<file path="src/rtl/systolic_ctrl.sv">
// Step sequencer for an N x N systolic MAC array: broadcasts the per-step start
// strobe, waits on every cell's done flag and drives skewed edge-buffer addresses.
module systolic_ctrl #(
    parameter int N       = 4,
    parameter int K_MAX   = 16,
    parameter int AW      = 4,
    parameter int TIMEOUT = 64
) (
    input  logic              clk,
    input  logic              rst_n,
    input  logic              start,
    input  logic [AW:0]       k_len,
    input  logic [N*N-1:0]    mac_done,
    output logic              mac_st,
    output logic              acc_clr,
    output logic [N*AW-1:0]   row_addr,
    output logic [N-1:0]      row_valid,
    output logic [N*AW-1:0]   col_addr,
    output logic [N-1:0]      col_valid,
    output logic              busy,
    output logic              done,
    output logic              err
);

    localparam int SW = $clog2(K_MAX + 2 * N);
    localparam int TW = $clog2(TIMEOUT + 1);
    localparam logic [AW:0]   L_KMAX     = K_MAX[AW:0];
    localparam logic [SW:0]   L_SKEW_EXT = (SW + 1)'(2 * (N - 1));
    localparam logic [SW:0]   L_ONE_EXT  = (SW + 1)'(1);
    localparam logic [SW-1:0] L_S_ONE    = SW'(1);
    localparam logic [TW-1:0] L_WD_ONE   = TW'(1);
    localparam logic [TW-1:0] L_WD_LAST  = TW'(TIMEOUT - 1);

    typedef enum logic [2:0] {
        S_IDLE    = 3'd0,
        S_CLR     = 3'd1,
        S_ISSUE   = 3'd2,
        S_MASK    = 3'd3,
        S_WAIT    = 3'd4,
        S_RELEASE = 3'd5,
        S_FIN     = 3'd6,
        S_ERR     = 3'd7
    } state_t;

    state_t          r_state, w_state_nxt;
    logic [SW-1:0]   r_s, w_s_nxt;
    logic [AW:0]     r_k, w_k_nxt;
    logic [TW-1:0]   r_wd, w_wd_nxt;
    logic            w_accept, w_all_done, w_last;

    logic            w_mac_st_nxt, w_acc_clr_nxt, w_busy_nxt, w_done_nxt, w_err_nxt;
    logic [N*AW-1:0] w_addr_nxt;
    logic [N-1:0]    w_valid_nxt;
    logic [AW:0]     w_lane;

    logic            r_mac_st, r_acc_clr, r_busy, r_done, r_err;
    logic [N*AW-1:0] r_row_addr, r_col_addr;
    logic [N-1:0]    r_row_valid, r_col_valid;

    // Lane index s - lane in signed arithmetic so lanes not yet reached stay invalid.
    function automatic logic [AW:0] skew_lane(input logic [SW-1:0] s, input logic [AW:0] k,
                                              input int lane);
        int d;
        d = int'(s) - lane;
        if ((d >= 32'sd0) && (d < int'(k))) begin
            skew_lane = {1'b1, d[AW-1:0]};
        end else begin
            skew_lane = {(AW + 1){1'b0}};
        end
    endfunction

    assign w_accept   = start && (k_len != {(AW + 1){1'b0}}) && (k_len <= L_KMAX);
    assign w_all_done = &mac_done;
    assign w_last     = ({1'b0, SW'(r_k)} + L_SKEW_EXT) == ({1'b0, r_s} + L_ONE_EXT);

    // State, step index, latched length and watchdog registers.
    always_ff @(posedge clk or negedge rst_n) begin
        if (!rst_n) begin
            r_state <= S_IDLE;
            r_s     <= {SW{1'b0}};
            r_k     <= {(AW + 1){1'b0}};
            r_wd    <= {TW{1'b0}};
        end else begin
            r_state <= w_state_nxt;
            r_s     <= w_s_nxt;
            r_k     <= w_k_nxt;
            r_wd    <= w_wd_nxt;
        end
    end

    // Next-state logic; all-done is tested before the watchdog so it wins a tie.
    always_comb begin
        w_state_nxt = r_state;
        w_s_nxt     = r_s;
        w_k_nxt     = r_k;
        w_wd_nxt    = r_wd;
        case (r_state)
            S_IDLE, S_ERR: begin
                if (w_accept) begin
                    w_state_nxt = S_CLR;
                    w_k_nxt     = k_len;
                    w_s_nxt     = {SW{1'b0}};
                end else begin
                    w_state_nxt = r_state;
                end
            end
            S_CLR:   w_state_nxt = S_ISSUE;
            S_ISSUE: w_state_nxt = S_MASK;
            S_MASK: begin
                w_state_nxt = S_WAIT;
                w_wd_nxt    = {TW{1'b0}};
            end
            S_WAIT: begin
                if (w_all_done) begin
                    w_state_nxt = S_RELEASE;
                end else if (r_wd == L_WD_LAST) begin
                    w_state_nxt = S_ERR;
                end else begin
                    w_wd_nxt = r_wd + L_WD_ONE;
                end
            end
            S_RELEASE: begin
                if (w_last) begin
                    w_state_nxt = S_FIN;
                end else begin
                    w_state_nxt = S_ISSUE;
                    w_s_nxt     = r_s + L_S_ONE;
                end
            end
            S_FIN:   w_state_nxt = S_IDLE;
            default: w_state_nxt = S_IDLE;
        endcase
    end

    // Output decode from the upcoming state so every output comes straight off a flop.
    always_comb begin
        w_lane        = {(AW + 1){1'b0}};
        w_addr_nxt    = {(N * AW){1'b0}};
        w_valid_nxt   = {N{1'b0}};
        w_mac_st_nxt  = (w_state_nxt == S_ISSUE) || (w_state_nxt == S_MASK) ||
                        (w_state_nxt == S_WAIT);
        w_acc_clr_nxt = (w_state_nxt == S_CLR);
        w_done_nxt    = (w_state_nxt == S_FIN);
        w_err_nxt     = (w_state_nxt == S_ERR);
        w_busy_nxt    = (w_state_nxt != S_IDLE) && (w_state_nxt != S_ERR);
        if (w_mac_st_nxt || (w_state_nxt == S_RELEASE)) begin
            for (int r = 0; r < N; r++) begin
                w_lane                  = skew_lane(w_s_nxt, w_k_nxt, r);
                w_valid_nxt[r]          = w_lane[AW];
                w_addr_nxt[r*AW +: AW]  = w_lane[AW-1:0];
            end
        end else begin
            w_addr_nxt  = {(N * AW){1'b0}};
            w_valid_nxt = {N{1'b0}};
        end
    end

    // Output registers; rows and columns share the same skew rule.
    always_ff @(posedge clk or negedge rst_n) begin
        if (!rst_n) begin
            r_mac_st    <= 1'b0;
            r_acc_clr   <= 1'b0;
            r_busy      <= 1'b0;
            r_done      <= 1'b0;
            r_err       <= 1'b0;
            r_row_addr  <= {(N * AW){1'b0}};
            r_col_addr  <= {(N * AW){1'b0}};
            r_row_valid <= {N{1'b0}};
            r_col_valid <= {N{1'b0}};
        end else begin
            r_mac_st    <= w_mac_st_nxt;
            r_acc_clr   <= w_acc_clr_nxt;
            r_busy      <= w_busy_nxt;
            r_done      <= w_done_nxt;
            r_err       <= w_err_nxt;
            r_row_addr  <= w_addr_nxt;
            r_col_addr  <= w_addr_nxt;
            r_row_valid <= w_valid_nxt;
            r_col_valid <= w_valid_nxt;
        end
    end

    assign mac_st    = r_mac_st;
    assign acc_clr   = r_acc_clr;
    assign busy      = r_busy;
    assign done      = r_done;
    assign err       = r_err;
    assign row_addr  = r_row_addr;
    assign col_addr  = r_col_addr;
    assign row_valid = r_row_valid;
    assign col_valid = r_col_valid;

endmodule

</file>
<file path="config.mk">
export PLATFORM = sky130hd
export DESIGN_NAME = systolic_ctrl
export DESIGN_NICKNAME = d
export VERILOG_FILES = /design/src/rtl/systolic_ctrl.sv
export SDC_FILE = /design/constraint.sdc
export NUM_CORES = 1
export LEC_CHECK = 0
export BUFFER_PORTS_ARGS = -buffer_cell sky130_fd_sc_hd__buf_2
export CORE_ASPECT_RATIO = 1.25
export CORE_MARGIN = 2
export CORE_UTILIZATION = 35
export DETAILED_ROUTE_END_ITERATION = 8
export GPL_TIMING_DRIVEN = 0
export PLACE_DENSITY = 0.54
export SYNTH_ARGS = -nofsm -noshare
export SYNTH_HDL_FRONTEND = slang
export SYNTH_SLANG_ARGS = --single-unit
</file>
<file path="constraint.sdc">
create_clock -name clk -period 3.8 [get_ports clk]
set_clock_uncertainty 0.05 [all_clocks]
set_input_delay 0.76 -clock clk [delete_from_list [all_inputs] [get_ports clk]]
set_output_delay 0.76 -clock clk [all_outputs]
set_load 0.05 [all_outputs]
</file>
==> impl_metrics.yaml <==
finish:
  regArea_sq_mm: 0.001129
  final_cell_mix: "68 x buf_2, 47 x buf_4, 43 x dfrtp_1"
  final_net_count: 459
  mostFrequentLayoutCell: "buf_2"
  n_fill_cell: 800
  final_util: 0.4880
  drive_above_1_share: 0.4599
  multi_input_area_sq_mm: 0.001780
  areaGrowthSynthToFinish_pct: 35.61
  layout.cells.non_filler: 508
  num_antenna_cells: 0
worst_setup_path:
  cp.depth: 18
  cp_data_required_time_ps: 3960
  end_kind: "flop"
  r2r_cells: 18
  crit_chain: "inv_2 > ha_4 > and2b_2 > a221oi_2 > o22ai_2 > o211ai_1 > buf_4 > nand2_8 > mux2i_4 > buf_6 > ha_1 > inv_1 > ha_1 > a21o_1 > a21o_1 > a21oi_2 > o211ai_2 > nor4bb_2"
  cp-endpoint: "col_addr[15]"
  crit_type: "flop to flop"
  r2r_slack_ps: 7
  r2r_start: "r_k[1]"
  crit_arrival_ps: 3960
  critPathLaunch: "r_k[1]"
  slowest_delay_ps: 410
  crit_buf_inv: 4
  start_kind: "flop"
  cp_max_fo: 4
  path_delay_family: "compound AO/OA/AOI/OAI gates"
  r2r_end: "col_addr[15]"
  cpMaxStageDelayCell: "dfrtp_1"
floorplanning:
  start_util: 0.3599
  rows: 37
  core_sq_mm: 0.008240
  fp.dieH_um: 106.9
  die_x_um: 86.33
  io_pins: 69
  die_area_sq_mm: 0.009230
global_route:
  grt_max_degree: 46
  grt_usage: 0.1609
  antenna_found_initial: 0
  grt_pass1_wl_mm: 11.80
  grt_overflow: 0
  grt_pass1_vias: 2548
timing:
  hold_viol_final: 0
  setup_viol: 0
  rsz0062_at_grt: "yes"
  slew_headroom: 0.3411
  whs_ps: 508.7
  fmax_mhz: 263.6
  fin_crit_ps: 3793
  worst_pin_slew_ps: 988.3
  fin_crit_sh: 0.9982
  drv_slew: 0
clock_tree:
  ctsRootBufferMaster: "clkbuf_8"
  htreeDepth: 2
  clkSinkCount: 45
  ctsLongestPathBuffers: 2
  numCtsBuffers: 5
  cts_tree: "built"
  clkTransAtPathRegs_ps: 100
  worstSkewPairLatency_ps: 310
drt:
  vias: 2548
  vias_per_cell: 5.016
  wirelength_mm: 7.165
  post_drt_wl_per_cell_um: 14.10
  drtIter0Drc: 59
  drcViolationCount: 0
  postRouteAntennaNets: 0
  drt-pass1-iter-count: 4
pwr:
  cellPowerDensity_mw_per_mm2: 929.2
  internal_power_w: 0.001884
  switchingPower_w: 0.001853
  sequentialPowerShare: 0.194
  pwr-share-comb: 0.708
  switching_share: 0.4958
  p_clk_frac: 0.099
  ir_drop_mv: 0.4263
  p_leak_nw: 2.054
placed_design:
  port_buffers: 68
  dpl.cell_count: 471
  dpl.hpwl_mm: 5.101
  place_congestion: 0.8040
synth:
  synth_fp_nets: 355
  ys_warn_count: 0
  synth_ff_type: "dfrtp_1"
  synth.yosys.seq_area_share: 0.3797
  synth_area_per_cell_sq_um: 9.691
  postSynthCellCount: 306
  netlist_area_sq_mm: 0.002965
  synth_edf_count: 0
  synth_cell_types: 59
  ys_seq_elements: 45
  synthArstFlopShare: 1.000
min_path:
  hp-class: "flop to flop"
job:
  cap_violations: 0
run_status:
  status: "complete, no violations"
metal layers:
layer  track usage  up-vias  routed length [um]
li1              -     1256                   -
met5             0        -                   0
met1        0.1840     1247                2828
met2        0.3016       37                4045
met4       0.04576        0                  94
met3       0.02694        8                 197
power by group through the flow:
stage          Combinational, W  Clock [W]  Sequential [W]
2_1_floorplan           0.00148          0        0.000936
3_3_place_gp            0.00213          0        0.000732
3_5_place_dp            0.00215          0        0.000736
4_1_cts                 0.00247   0.000379        0.000723
5_1_grt                 0.00289   0.000401        0.000743
6_report                0.00264   0.000369        0.000723
cells in the mapped netlist, types with 2 or more instances:
library cell  count  area share
nor3b_1           4       0.010
nand2b_1          2      0.0042
mux2i_1           9       0.030
buf_4            20       0.051
inv_1            25       0.032
xnor2_1          10       0.030
a21o_1            6       0.015
o211ai_1          3      0.0076
xor2_1            9       0.027
nor2_1           29       0.037
nor3_1           16       0.027
nand4_1           8       0.017
a21oi_1          15       0.025
nand3_1           8       0.014
a211oi_1          2      0.0051
nand2_1          10       0.013
ha_1             25        0.11
buf_6             4       0.015
nor4_1            2      0.0042
nor2b_1           2      0.0042
nand3b_1          3      0.0076
nand4b_1          2      0.0059
o22ai_1           2      0.0042
o21ai_0          10       0.017
dfrtp_1          45        0.38
or3_1             2      0.0042
how the worst min path moves through the flow:
stage,start,endpoint,depth (start not counted),slack (ps)
2_1_floorplan,rst_n,acc_clr,0,410
3_3_place_gp,r_wd[5],r_wd[5],2,480
3_5_place_dp,r_wd[5],r_wd[5],2,490
4_1_cts,r_wd[5],r_wd[5],2,510
5_1_grt,r_wd[5],r_wd[5],2,550
6_report,r_wd[5],r_wd[5],2,510
stage by stage:
stage                     instance area, sq um  total power (W)  setup slack [ps]  setup TNS, ps
after floorplan                           2994         0.002420             2.579              0
after global placement                    3456         0.002858            -739.3          -8190
after detailed placement                  3456         0.002885            -691.4          -8680
after CTS                                 3867         0.003567            -45.77         -97.70
after global routing                      4021         0.004038            -181.0          -1242
final                                     4021         0.003737             6.829              0
what timing repair did:
action | in CTS | in global routing
cloned | 0 | 0
buffers inserted | 24 | 5
setup endpoints to repair | 20 | 20
pin swaps | 14 | 17
hold endpoints to repair | 0 | 0
gates resized for setup | 29 | 19
hold buffers | 0 | 0
layout make-up:
type,instances,share of cell area
Clock buffer,5,0.01711
Sequential cell,45,0.2806
Multi-Input combinational cell,209,0.4428
Inverter,26,0.02427
Buffer,26,0.05289
Tap cell,97,0.03018
Timing Repair Buffer,97,0.1406
Clock inverter,3,0.01151
worst register-to-register path: stages (launching register included):
cell and delay, ps:
dfrtp_1 410, inv_2 70, ha_4 130, and2b_2 220, a221oi_2 270, o22ai_2 120, o211ai_1 170, buf_4 180
nand2_8 70, mux2i_4 240, buf_6 140, ha_1 340, inv_1 90, ha_1 190, a21o_1 180, a21o_1 180
a21oi_2 150, o211ai_2 150, nor4bb_2 350
flip-flops by register name (all words and copies together) (netlist names):
signal     cells
mac_st         1
err            1
col_valid      4
done           1
acc_clr        1
r_state        3
r_k            5
busy           1
col_addr      16
r_s            5
r_wd           7
cell families (layout without fill, tap and decap cells):
kind of cell,after synthesis,after routing,synth area share
adder cells (fa/ha/maj),25,25,0.1055
AO/OA/AOI/OAI,55,55,0.1342
XOR/XNOR,19,19,0.05612
multiplexers,9,9,0.03038
buffers and inverters,52,157,0.1046
flip-flops,45,45,0.3797
AND/OR/NAND/NOR,101,101,0.1895
No activity file was read; power rests on OpenSTA's default activity.
